$ cat src/rtl/wadd_arb_pkg.sv
// Shared types and reset constants for the wadd_arbiter write-port sequencer.
package wadd_arb_pkg;

  typedef enum logic [1:0] {
    IDLE   = 2'd0,
    SETUP  = 2'd1,
    STROBE = 2'd2
  } state_t;

  localparam int N_REQ = 4;

  localparam logic [1:0] LAST_GRANT_RST = 2'd3;
  localparam int         ADDR_RST       = 0;
  localparam int         DATA_RST       = 0;

endpackage

$ cat src/rtl/wadd_arbiter_rr_arbiter.sv
// Combinational 4-way round-robin picker: searches upward from last_grant+1, wrapping mod 4.
module rr_arbiter
  import wadd_arb_pkg::*;
(
  input  logic [N_REQ-1:0] i_req,
  input  logic [1:0]       i_last_grant,
  output logic [N_REQ-1:0] o_grant,
  output logic [1:0]       o_winner
);

  logic [1:0] w_idx;
  logic       w_found;

  always_comb begin
    o_grant  = '0;
    o_winner = '0;
    w_found  = 1'b0;
    w_idx    = '0;
    for (int k = 0; k < N_REQ; k++) begin
      w_idx = i_last_grant + 2'(k + 1);
      if (!w_found && i_req[w_idx]) begin
        w_found         = 1'b1;
        o_winner        = w_idx;
        o_grant[w_idx]  = 1'b1;
      end
    end
  end

endmodule

$ cat src/rtl/wadd_arbiter.sv
// Round-robin write arbiter driving io_WADD with a setup cycle then a one-cycle write strobe.
// Optional sticky address-collision detection is built when WADD_ARB_COLLISION_EN is defined.
module wadd_arbiter
  import wadd_arb_pkg::*;
#(
  parameter int ADDR_W = 2,
  parameter int DATA_W = 8
) (
  input  logic              clk,
  input  logic              reset,
  input  logic [3:0]        io_req_valid,
  output logic [3:0]        io_req_ready,
  input  logic [ADDR_W-1:0] io_req_addr_0,
  input  logic [ADDR_W-1:0] io_req_addr_1,
  input  logic [ADDR_W-1:0] io_req_addr_2,
  input  logic [ADDR_W-1:0] io_req_addr_3,
  input  logic [DATA_W-1:0] io_req_data_0,
  input  logic [DATA_W-1:0] io_req_data_1,
  input  logic [DATA_W-1:0] io_req_data_2,
  input  logic [DATA_W-1:0] io_req_data_3,
  output logic [ADDR_W-1:0] io_WADD,
  output logic              io_WEN,
  output logic [DATA_W-1:0] io_WDATA,
  output logic              io_busy,
  output logic [1:0]        io_last_grant,
  output logic              io_collision
);

  state_t            r_state;
  logic [ADDR_W-1:0] r_addr;
  logic [DATA_W-1:0] r_data;
  logic [DATA_W-1:0] r_wdata;
  logic              r_wen;
  logic [1:0]        r_last_grant;

  logic [ADDR_W-1:0] w_addr [N_REQ];
  logic [DATA_W-1:0] w_data [N_REQ];
  logic [N_REQ-1:0]  w_grant;
  logic [1:0]        w_winner;
  logic              w_idle;
  logic              w_accept;

  assign w_addr[0] = io_req_addr_0;
  assign w_addr[1] = io_req_addr_1;
  assign w_addr[2] = io_req_addr_2;
  assign w_addr[3] = io_req_addr_3;
  assign w_data[0] = io_req_data_0;
  assign w_data[1] = io_req_data_1;
  assign w_data[2] = io_req_data_2;
  assign w_data[3] = io_req_data_3;

  rr_arbiter u_rr (
    .i_req        (io_req_valid),
    .i_last_grant (r_last_grant),
    .o_grant      (w_grant),
    .o_winner     (w_winner)
  );

  assign w_idle   = (r_state == IDLE);
  assign w_accept = w_idle && (|io_req_valid);

  // Grant is only ever offered while idle, so at most one accept per transaction.
  assign io_req_ready  = w_idle ? w_grant : '0;
  assign io_WADD       = r_addr;
  assign io_WEN        = r_wen;
  assign io_WDATA      = r_wdata;
  assign io_busy       = !w_idle;
  assign io_last_grant = r_last_grant;

  always_ff @(posedge clk or posedge reset) begin
    if (reset) begin
      r_state      <= IDLE;
      r_addr       <= ADDR_W'(ADDR_RST);
      r_data       <= DATA_W'(DATA_RST);
      r_wdata      <= DATA_W'(DATA_RST);
      r_wen        <= 1'b0;
      r_last_grant <= LAST_GRANT_RST;
    end else begin
      case (r_state)
        IDLE: begin
          if (w_accept) begin
            r_addr       <= w_addr[w_winner];
            r_data       <= w_data[w_winner];
            r_last_grant <= w_winner;
            r_state      <= SETUP;
          end
        end
        SETUP: begin
          // Write data is presented together with the strobe; address was set up a cycle earlier.
          r_wen   <= 1'b1;
          r_wdata <= r_data;
          r_state <= STROBE;
        end
        STROBE: begin
          r_wen   <= 1'b0;
          r_state <= IDLE;
        end
        default: begin
          r_wen   <= 1'b0;
          r_state <= IDLE;
        end
      endcase
    end
  end

`ifdef WADD_ARB_COLLISION_EN
  logic r_collision;
  logic w_coll_hit;

  always_comb begin
    w_coll_hit = 1'b0;
    for (int k = 0; k < N_REQ; k++) begin
      if ((2'(k) != w_winner) && io_req_valid[k] && (w_addr[k] == w_addr[w_winner]))
        w_coll_hit = 1'b1;
    end
  end

  always_ff @(posedge clk or posedge reset) begin
    if (reset)
      r_collision <= 1'b0;
    else if (w_accept && w_coll_hit)
      r_collision <= 1'b1;
  end

  assign io_collision = r_collision;
`else
  assign io_collision = 1'b0;
`endif

endmodule

$ cat config.mk
export PLATFORM = sky130hd
export DESIGN_NAME = wadd_arbiter
export DESIGN_NICKNAME = d
export VERILOG_FILES = /design/src/rtl/wadd_arb_pkg.sv /design/src/rtl/wadd_arbiter_rr_arbiter.sv /design/src/rtl/wadd_arbiter.sv
export SDC_FILE = /design/constraint.sdc
export NUM_CORES = 1
export LEC_CHECK = 0
export ABC_AREA = 1
export CORE_AREA = 2 2 70 72
export CTS_CLUSTER_SIZE = 8
export DETAILED_ROUTE_END_ITERATION = 10
export DIE_AREA = 0 0 72 74
export PLACE_DENSITY_LB_ADDON = 0.15
export SLEW_MARGIN = 10
export SYNTH_ARGS = -nofsm -noshare
export SYNTH_HDL_FRONTEND = slang
export SYNTH_SLANG_ARGS = --single-unit
$ cat constraint.sdc
create_clock -name clk -period 2.3 [get_ports clk]
set_input_delay 0.46 -clock clk [delete_from_list [all_inputs] [get_ports clk]]
set_output_delay 0.46 -clock clk [all_outputs]
set_load 0.02 [all_outputs]
Yosys cells after proc, flatten, opt, wreduce, memory -nomap -nowiden. Cells that the tools add are included.

Bitwise gates (word level): 4. Add/subtract/negate cells: 3. Muxes and demuxes: 37. Equality and inequality tests: 2. Reduce and logical (&&, ||, !) cells: 15. Order comparisons: 9.

Operator list (number): 4-bit two-way mux (5); 8-bit binary-select mux with 2-bit select (1); 8-bit two-way mux (2); 2-bit two-way mux (7); 2-bit by 3-bit < comparator with 1-bit output (second input constant) (4); 4-bit OR (3); 1-bit two-way mux (11); 1-bit binary-select mux with 2-bit select (4); 1-bit demux with 2-bit select (4); 2-bit by 1-bit >= comparator with 1-bit output (second input constant) (4); 1-bit logical AND (8); 2-bit adder (second input constant) (2); 2-bit binary-select mux with 2-bit select (1); 1-bit zero test (4); 2-bit one-hot mux with 2 select lines (1); 4-bit OR reduction (1); 3-bit >= comparator (second input constant) (1); 2-bit NOT with 3-bit output (1); 2-bit by 1-bit adder with 2-bit output (second input constant) (1); 2-bit by 1-bit == test with 1-bit output (second input constant) (1); 2-bit zero test (1); 2-bit by 1-bit inequality test with 1-bit output (second input constant) (1); 1-bit one-hot mux with 2 select lines (1); 2-bit AND reduction (1).

Word-level logic and storage cells: 76. Flip-flop bits (word level): 23.

Longest topological paths before layout.
Depth after elaboration: 17. Depth in mapped cells: 16.

Modules after synthesis. From an unflattened synthesis, not the netlist that was laid out.

Cell total of the unflattened synthesis: 300. Area, all modules: 1903.1 um2.

By module, submodules not included: wadd_arbiter (area an instance 1428.9 um2, cells an instance 225, sequential area each 578.1 um2, instances 1); rr_arbiter (area an instance 474.2 um2, cells an instance 75, sequential area each 0.0 um2, instances 1).

Worst setup path before layout. No wires, ideal clock.

Kind: register to output. Start point: reg r_last_grant[0] (netlist: io_last_grant[0]). End point: out io_req_ready[0]. Data required time: 1.840 ns. Slack: -0.246 ns. Cell stages (with the launch flop): 12. Data arrival time: 2.086 ns. Cells stage by stage: dfstp_2 > buf_6 > inv_6 > ha_1 > inv_1 > nand3_2 > nand2_2 > nor2_8 > nand3_4 > o21ai_0 > nand2_1 > inv_1.

Cells in the longest elaborated chain, start to end: 14. Elaborated cells on any way between the ends: 48. Classes of those cells: 3 x add/sub; 8 x order compare; 24 x mux; 3 x bitwise; 10 x reduce/logical.

RTL lines: start: declaration (line wadd_arbiter.sv:34) `logic [1:0] r_last_grant;`; start signal: assignment (line wadd_arbiter.sv:84) `r_last_grant <= w_winner;`; parallel branches: the longest is 12 deep, another holds 2-bit by 3-bit < comparator with 1-bit output; 4-bit two-way mux * (line wadd_arbiter_rr_arbiter.sv:21) `if (!w_found && i_req[w_idx]) begin`; 4-bit two-way mux * (line wadd_arbiter.sv:63) `assign io_req_ready = w_idle ? w_grant : '0;`; end: declaration (line wadd_arbiter.sv:12) `output logic [3:0] io_req_ready,`.

Every way passes the cells marked *. The select of a mux whose other input is x is not followed.

Worst setup path in the final report.
Start point: reg r_last_grant[0] (netlist: io_last_grant[0]). End point: out io_req_ready[1].

Same word-level chain as after synthesis.

==> flow_summary.rst <==
.. list-table::
   :header-rows: 1

   * - Metric
     - Value
   * - Post-route setup slack
     - -0.258 ns
   * - Footprint of the flip-flops and latches
     - 578 um^2
   * - Total count of max-transition violations in the final report
     - 0
   * - Worst flop-to-flop path startpoint
     - io_last_grant[0]
   * - Area growth from synthesis to final layout
     - 63.7%
   * - Worst-case clock skew
     - 0.00113 ns
   * - Initial standard-cell utilization of the core
     - slightly below 40%
   * - Crit Path Max Fanout
     - 5
   * - Worst setup path start
     - io_last_grant[0]
   * - Final period util
     - 111%
   * - Flip-flop and latch count after synthesis
     - 23
   * - Sequential share of the synthesized area
     - between 30% and 40%
   * - Relative slew slack
     - about three fifths
   * - Multi-input gate area in the final layout
     - around 1200 um^2
   * - Row Count
     - 25
   * - Cell chosen for the clock root
     - sky130_fd_sc_hd__clkbuf_8
   * - Number of design rule violations left after detail routing
     - 0
   * - Fin Hold WS
     - 0.474 ns
   * - Ant diodes
     - 0
   * - Multiplexer share of the synthesized area
     - 0%
   * - Endpoint of the lowest-slack register-to-register path
     - io_WADD[0]
   * - I/O pin total
     - 65
   * - First DRT Iteration DRCs
     - 131
   * - Share of the synthesized netlist area taken by xor and xnor gates
     - 0%
   * - Kind of start point of the critical path
     - flop
   * - Final critical-path required period
     - 2.56 ns
   * - Number of antenna violations at the first check in global routing
     - 0
   * - Area inside the core boundary
     - 4600 um^2
   * - Number of max-cap violations
     - 0
   * - Number of cells produced by synthesis
     - between 200 and 300
   * - Height of the die
     - 74 um
   * - CP endpoint kind
     - primary output
   * - Total number of H-tree levels
     - 1
   * - Final number of setup-violating endpoints
     - 14
   * - Post-detailed-route count of antenna-violating nets
     - 0
   * - Data required, critical path
     - 1.84 ns
   * - Number of buffers on the longest clock path
     - 2
   * - Post-synthesis cell type with the largest combined area
     - sky130_fd_sc_hd__dfrtp_1
   * - Routability cong.
     - 0.859
   * - Share of layout cells above drive strength 1
     - 27.1%
   * - Average wire per standard cell
     - 12.7 um
   * - Top post-synthesis cells by area
     - sky130_fd_sc_hd__dfrtp_1 29%, sky130_fd_sc_hd__nand2_1 19%, sky130_fd_sc_hd__nand3_1 15%
   * - Post-synthesis cell type count
     - 29
   * - Path category of the worst min-delay check
     - reg2reg
   * - Final HPWL DP
     - 3.68 mm
   * - Clock tree from TritonCTS
     - done
   * - Count of cells along the worst register-to-register path
     - 17
   * - Total Routed Length
     - 5.05 mm
   * - Setup repair after global routing missed its margin
     - yes
   * - Overall global routing resource usage
     - 17.6%
   * - EDFF count, synth
     - 0
   * - Post-Synth Adder-Cell Area
     - 5.59%
   * - Largest net degree at the start of global routing
     - 24
   * - Data arrival time of the critical path
     - 2.10 ns
   * - Maximum clock frequency
     - ~0.39 GHz
   * - Chip Width
     - 72 um
   * - Transition time of the tightest slew-check pin
     - 0.586 ns
   * - FFs w/ async S/R, synth
     - 100%
   * - Number of fill cells in the layout
     - 424
   * - Critical path type
     - reg2out
   * - Via count of the first global-routing pass
     - 1662
   * - Area share of the largest cell type after synthesis
     - 29.4%
   * - Commonest cells in the netlist
     - 91 x sky130_fd_sc_hd__nand2_1, 53 x sky130_fd_sc_hd__nand3_1, 21 x sky130_fd_sc_hd__dfrtp_1, 19 x sky130_fd_sc_hd__inv_1, 11 x sky130_fd_sc_hd__o21ai_0
   * - Capturing element of the worst setup path
     - io_req_ready[1]
   * - Number of buffers added by the clock tree synthesis step
     - 3
   * - Via count
     - 1942
   * - Synthesized area divided by synthesized cell count
     - 7.05 um^2
   * - Violated checks
     - setup timing
   * - Number of buffers inserted by port buffering
     - 63
   * - Post-CTS clock slew at the launch and capture registers of the worst setup and hold paths
     - ~0.080 ns
   * - Netlist Area Pre-Place
     - 1790 um^2
   * - Net count after synthesis
     - between 300 and 400
   * - Share of the synthesized area in compound gates (AO/OA/AOI/OAI)
     - between 6 and 7%
   * - Library cell with the highest instance count after synthesis
     - sky130_fd_sc_hd__nand2_1
   * - Die Area
     - 5330 um^2
   * - Largest family of logic cells by synthesized area
     - simple AND/OR/NAND/NOR gates
   * - # nets final
     - 398
   * - Global-route wire length before repair
     - 7.53 mm
   * - Outcome
     - finished, violations left
   * - Simple-Gate Fraction of Synth Area
     - 45.8%
   * - Number of warnings reported in the yosys synthesis log
     - 0
   * - Number of hold-slack violations in the final timing report
     - 0
   * - Clock network latency to the later pin of the worst-skew pair
     - 0.26 ns
   * - Number of sinks driven by the clock tree
     - 23
   * - Most common flop cell mapped by yosys
     - sky130_fd_sc_hd__dfrtp_1
   * - Number of detailed-routing iterations run before antenna repair
     - 4
   * - Global route overflow
     - 0
   * - Hold buffers post-CTS
     - 0
   * - Vias per Instance
     - 4.89
   * - Setup slack, reg-to-reg
     - -0.04 ns
## flip-flops by register name, summed over array words and instances (netlist names)
| register | flops |
|---|---|
| io_WADD | 2 |
| io_last_grant | 2 |
| r_data | 8 |
| io_WEN | 1 |
| io_WDATA | 8 |
| r_state | 2 |
## how the worst min path moves through the flow
stage                      from          end  cells past startpoint
finish              io_WDATA[3]  io_WDATA[3]                      2
global placement    io_WDATA[3]  io_WDATA[3]                      2
CTS                 io_WDATA[5]  io_WDATA[5]                      2
detailed placement  io_WDATA[2]  io_WDATA[2]                      2
floorplan             r_data[0]  io_WDATA[0]                      2
global route        io_WDATA[5]  io_WDATA[5]                      2
## worst max-delay path, cell delays in order, from the launching register on
cell and delay [ns]:
sky130_fd_sc_hd__dfstp_2 0.60, sky130_fd_sc_hd__inv_8 0.05, sky130_fd_sc_hd__ha_4 0.31, sky130_fd_sc_hd__inv_4 0.05, sky130_fd_sc_hd__nand3_4 0.08, sky130_fd_sc_hd__nand2_8 0.08, sky130_fd_sc_hd__nor2_4 0.14, sky130_fd_sc_hd__nand2_1 0.07
sky130_fd_sc_hd__o21ai_1 0.08, sky130_fd_sc_hd__a31oi_1 0.06, sky130_fd_sc_hd__o21ai_1 0.08, sky130_fd_sc_hd__nand2_1 0.07, sky130_fd_sc_hd__inv_2 0.06, sky130_fd_sc_hd__buf_6 0.10
## cell families after synthesis
| family | count (synthesis) |
|---|---|
| simple gates | 169 |
| buf+inv | 35 |
| flops | 23 |
| compound gates | 18 |
| fa+ha+maj | 8 |
| other cells | 1 |
## per-stage QoR
stage	cells	setup TNS (ns)	instance area (um^2)	util (%)	worst slack, ns
6_report	397	-1.21	2930	63.8	-0.258
5_1_grt	397	-2.68	2930	63.8	-0.372
4_1_cts	389	-1.04	2700	58.8	-0.267
3_5_place_dp	384	-4.20	2630	57.2	-0.619
3_3_place_gp	384	-3.95	2630	57.2	-0.631
2_1_floorplan	254	-0.203	1810	-	-0.0508
## layout by cell type, fill, tap and decap left out, types with 2 or more instances in the layout
master,count
sky130_fd_sc_hd__nand2_1,84
sky130_fd_sc_hd__clkdlybuf4s50_1,59
sky130_fd_sc_hd__nand3_1,42
sky130_fd_sc_hd__buf_4,21
sky130_fd_sc_hd__dfrtp_1,21
sky130_fd_sc_hd__nand3_2,13
sky130_fd_sc_hd__inv_1,12
sky130_fd_sc_hd__buf_6,11
sky130_fd_sc_hd__nand2_2,10
sky130_fd_sc_hd__o21ai_1,10
sky130_fd_sc_hd__inv_2,9
sky130_fd_sc_hd__nand2_4,7
sky130_fd_sc_hd__ha_1,7
sky130_fd_sc_hd__nor2_1,4
sky130_fd_sc_hd__a31oi_1,4
sky130_fd_sc_hd__nand3_4,3
sky130_fd_sc_hd__clkbuf_8,3
sky130_fd_sc_hd__nor2_4,2
sky130_fd_sc_hd__o21ai_0,2
sky130_fd_sc_hd__a21oi_4,2
sky130_fd_sc_hd__dfstp_2,2
sky130_fd_sc_hd__buf_12,2
## layout make-up
class                   instances  share of cell area [%]
clock inverters                 1                   0.171
flip-flops and latches         23                    19.7
multi-input cells             198                    41.0
clock buffers                   3                    1.41
well taps                      54                    2.30
repair buffers                 94                    32.0
inverters                      24                    3.41
## layer usage
metal	global-route usage [%]	wire (um)
met5	0	0
met4	6.71	106
met3	1.08	186
met2	27.9	2440
met1	25.3	2320
## repair_timing
| action | in CTS | in global routing |
|---|---|---|
| pin swaps | 5 | 15 |
| resized for setup | 30 | 39 |
| endpoints found under the setup margin | 4 | 15 |
| setup buffers | 1 | 2 |
| gates cloned | 0 | 6 |
Power is not shown: default switching activity piles up to over one toggle a cycle in this logic, so the estimate is an artifact.
